[config.mk]
export PLATFORM = sky130hd
export DESIGN_NAME = adc_scan
export DESIGN_NICKNAME = d
export VERILOG_FILES = /design/src/rtl/adc_scan.sv
export SDC_FILE = /design/constraint.sdc
export NUM_CORES = 1
export LEC_CHECK = 0
export CORE_MARGIN = 3
export CORE_UTILIZATION = 40
export CTS_CLUSTER_DIAMETER = 60
export DETAILED_ROUTE_END_ITERATION = 8
export PLACE_DENSITY = 0.63
export SYNTH_ARGS = -nofsm -noshare
export SYNTH_HDL_FRONTEND = slang
export SYNTH_SLANG_ARGS = --single-unit
[constraint.sdc]
create_clock -name sclk -period 6.9 [get_ports sclk]
set_input_delay 1.725 -clock sclk [delete_from_list [all_inputs] [get_ports sclk]]
set_output_delay 1.725 -clock sclk [all_outputs]
set_load 0.1 [all_outputs]
[src/rtl/adc_scan.sv]
// adc_scan: SPI master for the MCP300x/MCP320x ADC family. It runs single-shot or masked
// round-robin scan conversions and keeps the latest result of each channel in a flat bank.
//   sclk      in  serial clock; control logic on negedge, sdi captured on posedge
//   rst_n     in  asynchronous reset, active-low
//   mode      in  0: single-shot, 1: continuous scan
//   start     in  single-shot request, level-sampled in IDLE
//   ch_sel    in  single-shot channel
//   diff      in  1: pseudo-differential, 0: single-ended
//   ch_mask   in  scan enable per channel
//   sdi       in  ADC DOUT
//   sdo       out ADC DIN
//   cs_n      out ADC chip select, active-low
//   busy      out high while not idle
//   vld       out one-period pulse when a result is written
//   vld_ch    out channel of the result flagged by vld
//   scan_done out pulses with vld of the last enabled channel in a scan pass
//   vec       out result bank, channel i at vec[i*DW +: DW]
module adc_scan #(
    parameter int NCH = 8,
    parameter int DW  = 12,
    parameter int GAP = 2
) (
    input  logic              sclk,
    input  logic              rst_n,
    input  logic              mode,
    input  logic              start,
    input  logic [2:0]        ch_sel,
    input  logic              diff,
    input  logic [NCH-1:0]    ch_mask,
    input  logic              sdi,
    output logic              sdo,
    output logic              cs_n,
    output logic              busy,
    output logic              vld,
    output logic [2:0]        vld_ch,
    output logic              scan_done,
    output logic [NCH*DW-1:0] vec
);
    localparam int CW = $clog2(DW + GAP + 9);
    localparam logic [CW-1:0] K_CAP0 = CW'(7);
    localparam logic [CW-1:0] K_CAP1 = CW'(6 + DW);
    localparam logic [CW-1:0] K_END  = CW'(7 + DW);
    localparam logic [CW-1:0] K_EVAL = CW'(7 + DW + GAP);

    typedef enum logic [1:0] {S_IDLE, S_CONV, S_GAP} state_t;

    state_t              state_q, state_d;
    logic [CW-1:0]       cnt_q, cnt_d, kn;
    logic [2:0]          ch_q, ch_d, vld_ch_q, vld_ch_d, new_ch;
    logic                sgl_q, sgl_d, scan_q, scan_d;
    logic [NCH-1:0]      mask_q, mask_d;
    logic                cs_n_q, cs_n_d, sdo_q, sdo_d;
    logic                vld_q, vld_d, done_q, done_d;
    logic [NCH*DW-1:0]   vec_q, vec_d;
    logic [DW-1:0]       cap_q, cap_d;
    logic                go, cont, launch;

    function automatic logic [2:0] lowest(input logic [NCH-1:0] m);
        logic [2:0] r;
        r = '0;
        for (int i = NCH - 1; i >= 0; i--) if (m[i]) r = 3'(i);
        return r;
    endfunction

    // Smallest enabled channel above cur, wrapping to the lowest one.
    function automatic logic [2:0] next_ch(input logic [NCH-1:0] m, input logic [2:0] cur);
        logic [2:0] r;
        r = lowest(m);
        for (int i = NCH - 1; i >= 0; i--) if (m[i] && 3'(i) > cur) r = 3'(i);
        return r;
    endfunction

    always_comb begin
        state_d  = state_q;
        cnt_d    = cnt_q;
        ch_d     = ch_q;
        sgl_d    = sgl_q;
        scan_d   = scan_q;
        mask_d   = mask_q;
        cs_n_d   = cs_n_q;
        sdo_d    = sdo_q;
        vld_d    = 1'b0;
        vld_ch_d = vld_ch_q;
        done_d   = 1'b0;
        vec_d    = vec_q;
        launch   = 1'b0;
        kn       = cnt_q + CW'(1);
        go       = mode ? |ch_mask : start;
        // A scan only continues from the end of a gap that followed a scan frame.
        cont     = (state_q == S_GAP) && scan_q && mode && |ch_mask;
        new_ch   = cont ? next_ch(ch_mask, ch_q) : (mode ? lowest(ch_mask) : ch_sel);
        unique case (state_q)
            S_IDLE: launch = go;
            S_CONV: begin
                cnt_d = kn;
                sdo_d = (kn == CW'(1)) ? sgl_q :
                        (kn == CW'(2)) ? ch_q[2] :
                        (kn == CW'(3)) ? ch_q[1] :
                        (kn == CW'(4)) ? ch_q[0] : 1'b0;
                if (kn == K_END) begin
                    state_d  = S_GAP;
                    cs_n_d   = 1'b1;
                    vld_d    = 1'b1;
                    vld_ch_d = ch_q;
                    // The pass ends when no enabled channel lies above this one.
                    done_d   = scan_q && (next_ch(mask_q, ch_q) <= ch_q);
                    // Channels beyond NCH match no slot, so their result is dropped.
                    for (int i = 0; i < NCH; i++) if (ch_q == 3'(i)) vec_d[i*DW +: DW] = cap_q;
                end
            end
            S_GAP: begin
                cnt_d = kn;
                if (kn == K_EVAL) begin
                    state_d = S_IDLE;
                    launch  = go;
                end
            end
            default: state_d = S_IDLE;
        endcase
        if (launch) begin
            state_d = S_CONV;
            cnt_d   = '0;
            cs_n_d  = 1'b0;
            sdo_d   = 1'b1;
            ch_d    = new_ch;
            sgl_d   = ~diff;
            scan_d  = mode;
            mask_d  = ch_mask;
        end
    end

    // The null bit (after negedge 6) is skipped; DW bits follow MSB first.
    always_comb begin
        cap_d = (state_q == S_CONV && cnt_q >= K_CAP0 && cnt_q <= K_CAP1) ?
                {cap_q[DW-2:0], sdi} : cap_q;
    end

    always_ff @(negedge sclk or negedge rst_n) begin
        if (!rst_n) begin
            state_q  <= S_IDLE;
            cnt_q    <= '0;
            ch_q     <= '0;
            sgl_q    <= 1'b0;
            scan_q   <= 1'b0;
            mask_q   <= '0;
            cs_n_q   <= 1'b1;
            sdo_q    <= 1'b0;
            vld_q    <= 1'b0;
            vld_ch_q <= '0;
            done_q   <= 1'b0;
            vec_q    <= '0;
        end else begin
            state_q  <= state_d;
            cnt_q    <= cnt_d;
            ch_q     <= ch_d;
            sgl_q    <= sgl_d;
            scan_q   <= scan_d;
            mask_q   <= mask_d;
            cs_n_q   <= cs_n_d;
            sdo_q    <= sdo_d;
            vld_q    <= vld_d;
            vld_ch_q <= vld_ch_d;
            done_q   <= done_d;
            vec_q    <= vec_d;
        end
    end

    always_ff @(posedge sclk or negedge rst_n) begin
        if (!rst_n) cap_q <= '0;
        else        cap_q <= cap_d;
    end

    assign sdo       = sdo_q;
    assign cs_n      = cs_n_q;
    assign busy      = (state_q != S_IDLE);
    assign vld       = vld_q;
    assign vld_ch    = vld_ch_q;
    assign scan_done = done_q;
    assign vec       = vec_q;
endmodule

==> results.toml <==
[detailed_routing]
ant_nets = 0
totalWireLength_microns = 15100
first_iter_violations = 212
dr.pass1.iters = 5
post_drt_wl_per_cell_microns = 18.5
drc = 0
vias = 4339
viasPerCell = 5.30

[global_routing]
grt_max_degree = 49
grtUsageTotal_pct = 18.8
grt_pass1_vias = 4455
grt_pass1_wl_microns = 24300
grt-ovfl-total = 0
antenna_found_initial = 0

[die]
coreArea_sq_um = 14700
fp.dieW_microns = 129
die_h_microns = 129
initial_core_util_pct = 41.3
die-area_sq_um = 16700
ios = 121
rows = 44

[logic_synthesis]
avgSynthCellArea_sq_um = 12.4
synth_top_area_share_pct = 50.3
ys_ff_latch = 135
synth_edf_count = 0
ys.flop_type = "dfrtn_1"
async_flop_share_pct = 100
synth_area_sq_um = 6070
ys_seq_area_share_pct = 55.7
yosysTopAreaCell = "dfrtn_1"
ys_warn_count = 0
ys_types = 58
synthCells = 491
syn_nets = 519
yosys-top-cells-area = "dfrtn_1 (50%), mux2_2 (18%), dfrtp_1 (4.9%)"

[final_layout]
final_cell_mix = "buf_4 (124), dfrtn_1 (122), mux2_2 (99)"
fin_util_pct = 53.7
antenna_cells = 0
final_common_cell = "buf_4"
nNetsFinal = 649
final_layout_size_suffix_gt1_share_pct = 44.0
fin_cells = 818
syn2layout_area_growth_pct = 30.2

[clock_network]
cts_max_path_buffers = 2
cts-resized-gates = 0
ctsHtreeMaxLevel = 4
cts_tree = "yes"
clock_sinks = 135
clockRootBuffer = "clkbuf_16"
post_cts_buffers = 0
clk_pin_slew_ps = 40
hold_buffers = 0
clk-insertion-delay-late_ps = 440
numCtsBuffers = 17

[critical_path]
start_kind = "register"
crit_path_frequent_cell = "inv_1"
crit_type = "reg -> out"
critPathCaptureType = "output pin"
startpoint = "state_q[0]"
crit_path_max_fanout = 3
path_cells = "inv_1, ha_1, inv_1, buf_12"
cpPeakStageDelay_ps = 430
rrSetupSlack_ps = 960
r2r_end = "cap_q[2]"
r2r.worst_path.cells = 5
slowest_stage = "dfrtn_1"
worst_ep_required_time_ps = 5180
path_buf_inv = 3
cp_top_family = "flip-flops"
cp.depth = 4
cp.arrival_ps = 4940
reg2reg_from = "cnt_q[0]"
endpoint = "busy"

[pwr]
p_leak_uw = 0.00410
ir_drop_mv = 0.187
finalPower_uw = 2670
power_density_nw_per_um2 = 339

[timing]
rsz0062_at_grt = "false"
tightest_slew_ps = 1110
finClkSkew_ps = 47.0
finalMaxSlewViolations = 0
setup_violations = 0
setup_tns_ps = 0
slew_headroom_pct = 25.6
hold_violations = 0

[run]
drv_cap = 0

[place]
port_buffers = 120
place_hpwl_microns = 10800
place.gp.congestion = 0.883
placed_cells = 786

[status]
outcome = "finished clean"

[worst_hold_path]
hold_class = "reg -> reg"
power breakdown:
group,leakage (uW),internal [uW],switching (uW)
clock network,0.000295,558,356
registers,0.00185,881,162
logic,0.00196,294,424
total,0.00410,1730,942
worst reg2reg max path, cell delays in order (launching register included):
cell	delay [ps]
dfrtn_1	460
ha_1	320
a21oi_1	210
nor2b_1	100
o311ai_2	900
mux2_2	420
worst min-delay path by stage:
stage          startpoint        end  depth (start not counted)
6_report        vld_ch[2]  vld_ch[2]                          2
5_1_grt         vld_ch[1]  vld_ch[1]                          2
4_1_cts         vld_ch[2]  vld_ch[2]                          2
3_5_place_dp    vld_ch[2]  vld_ch[2]                          2
3_3_place_gp    vld_ch[1]  vld_ch[1]                          2
2_1_floorplan       sgl_q      sgl_q                          2
area by class of cell:
cell class	count	area [sq um]
Inverter	19	71.3
Fill cell	1269	6800
Clock inverter	13	144
Sequential cell	135	3380
Timing Repair Buffer	143	1150
Tap cell	184	230
Multi-Input combinational cell	304	2460
Clock buffer	20	457
per-layer routing:
layer | vias to the layer above | routed length (microns) | GRT usage, %
li1 | 2009 | - | -
met1 | 2173 | 6860 | 25.7
met2 | 132 | 7310 | 30.2
met3 | 25 | 664 | 3.83
met4 | 0 | 279 | 6.36
met5 | - | 0 | 0
logic make-up after synthesis:
family / count (synthesis) / synth area share [%]
flip-flops: 135 / 55.7
AND/OR/NAND/NOR: 101 / 7.75
multiplexers: 113 / 21.5
AO/OA/AOI/OAI: 74 / 8.25
buffers and inverters: 52 / 3.81
XOR/XNOR: 5 / 0.722
adder cells (fa/ha/maj): 11 / 2.27
Yosys cell counts, drive strengths merged, types with 2 or more instances:
| cell | instances |
|---|---|
| o32a | 2 |
| o31ai | 5 |
| xnor2 | 2 |
| o221ai | 2 |
| mux2 | 109 |
| dfrtp | 12 |
| o21a | 2 |
| a221oi | 3 |
| or2 | 2 |
| a22oi | 5 |
| buf | 26 |
| or3 | 2 |
| clkbuf | 6 |
| nand2 | 42 |
| a2111oi | 2 |
| a21oi | 16 |
| ha | 11 |
| nand4 | 5 |
| mux2i | 4 |
| and2 | 3 |
| nor4 | 2 |
| nor3 | 2 |
| inv | 18 |
| dfrtn | 122 |
| nand3 | 10 |
| o311ai | 2 |
| o21ai | 18 |
| nor2b | 6 |
| clkinv | 2 |
| nor2 | 23 |
| o22ai | 3 |
| a31oi | 2 |
| xor2 | 3 |
state kept, by name (all words and copies together), names as in the netlist:
register   flops
sdo            1
cnt_q          5
cs_n           1
vld            1
vec           96
scan_done      1
state_q        2
ch_q           3
scan_q         1
cap_q         12
mask_q         8
vld_ch         3
sgl_q          1
through the flow:
stage / hold slack, ps / setup slack (ps) / cell area, sq um
floorplan: 405 / 346 / 6070
global placement: 428 / 29.3 / 7300
detailed placement: 433 / -58.7 / 7300
CTS: 433 / 236 / 7900
global route: 459 / 179 / 7900
finish: 424 / 235 / 7900
No activity file was read; power rests on OpenSTA's default activity.
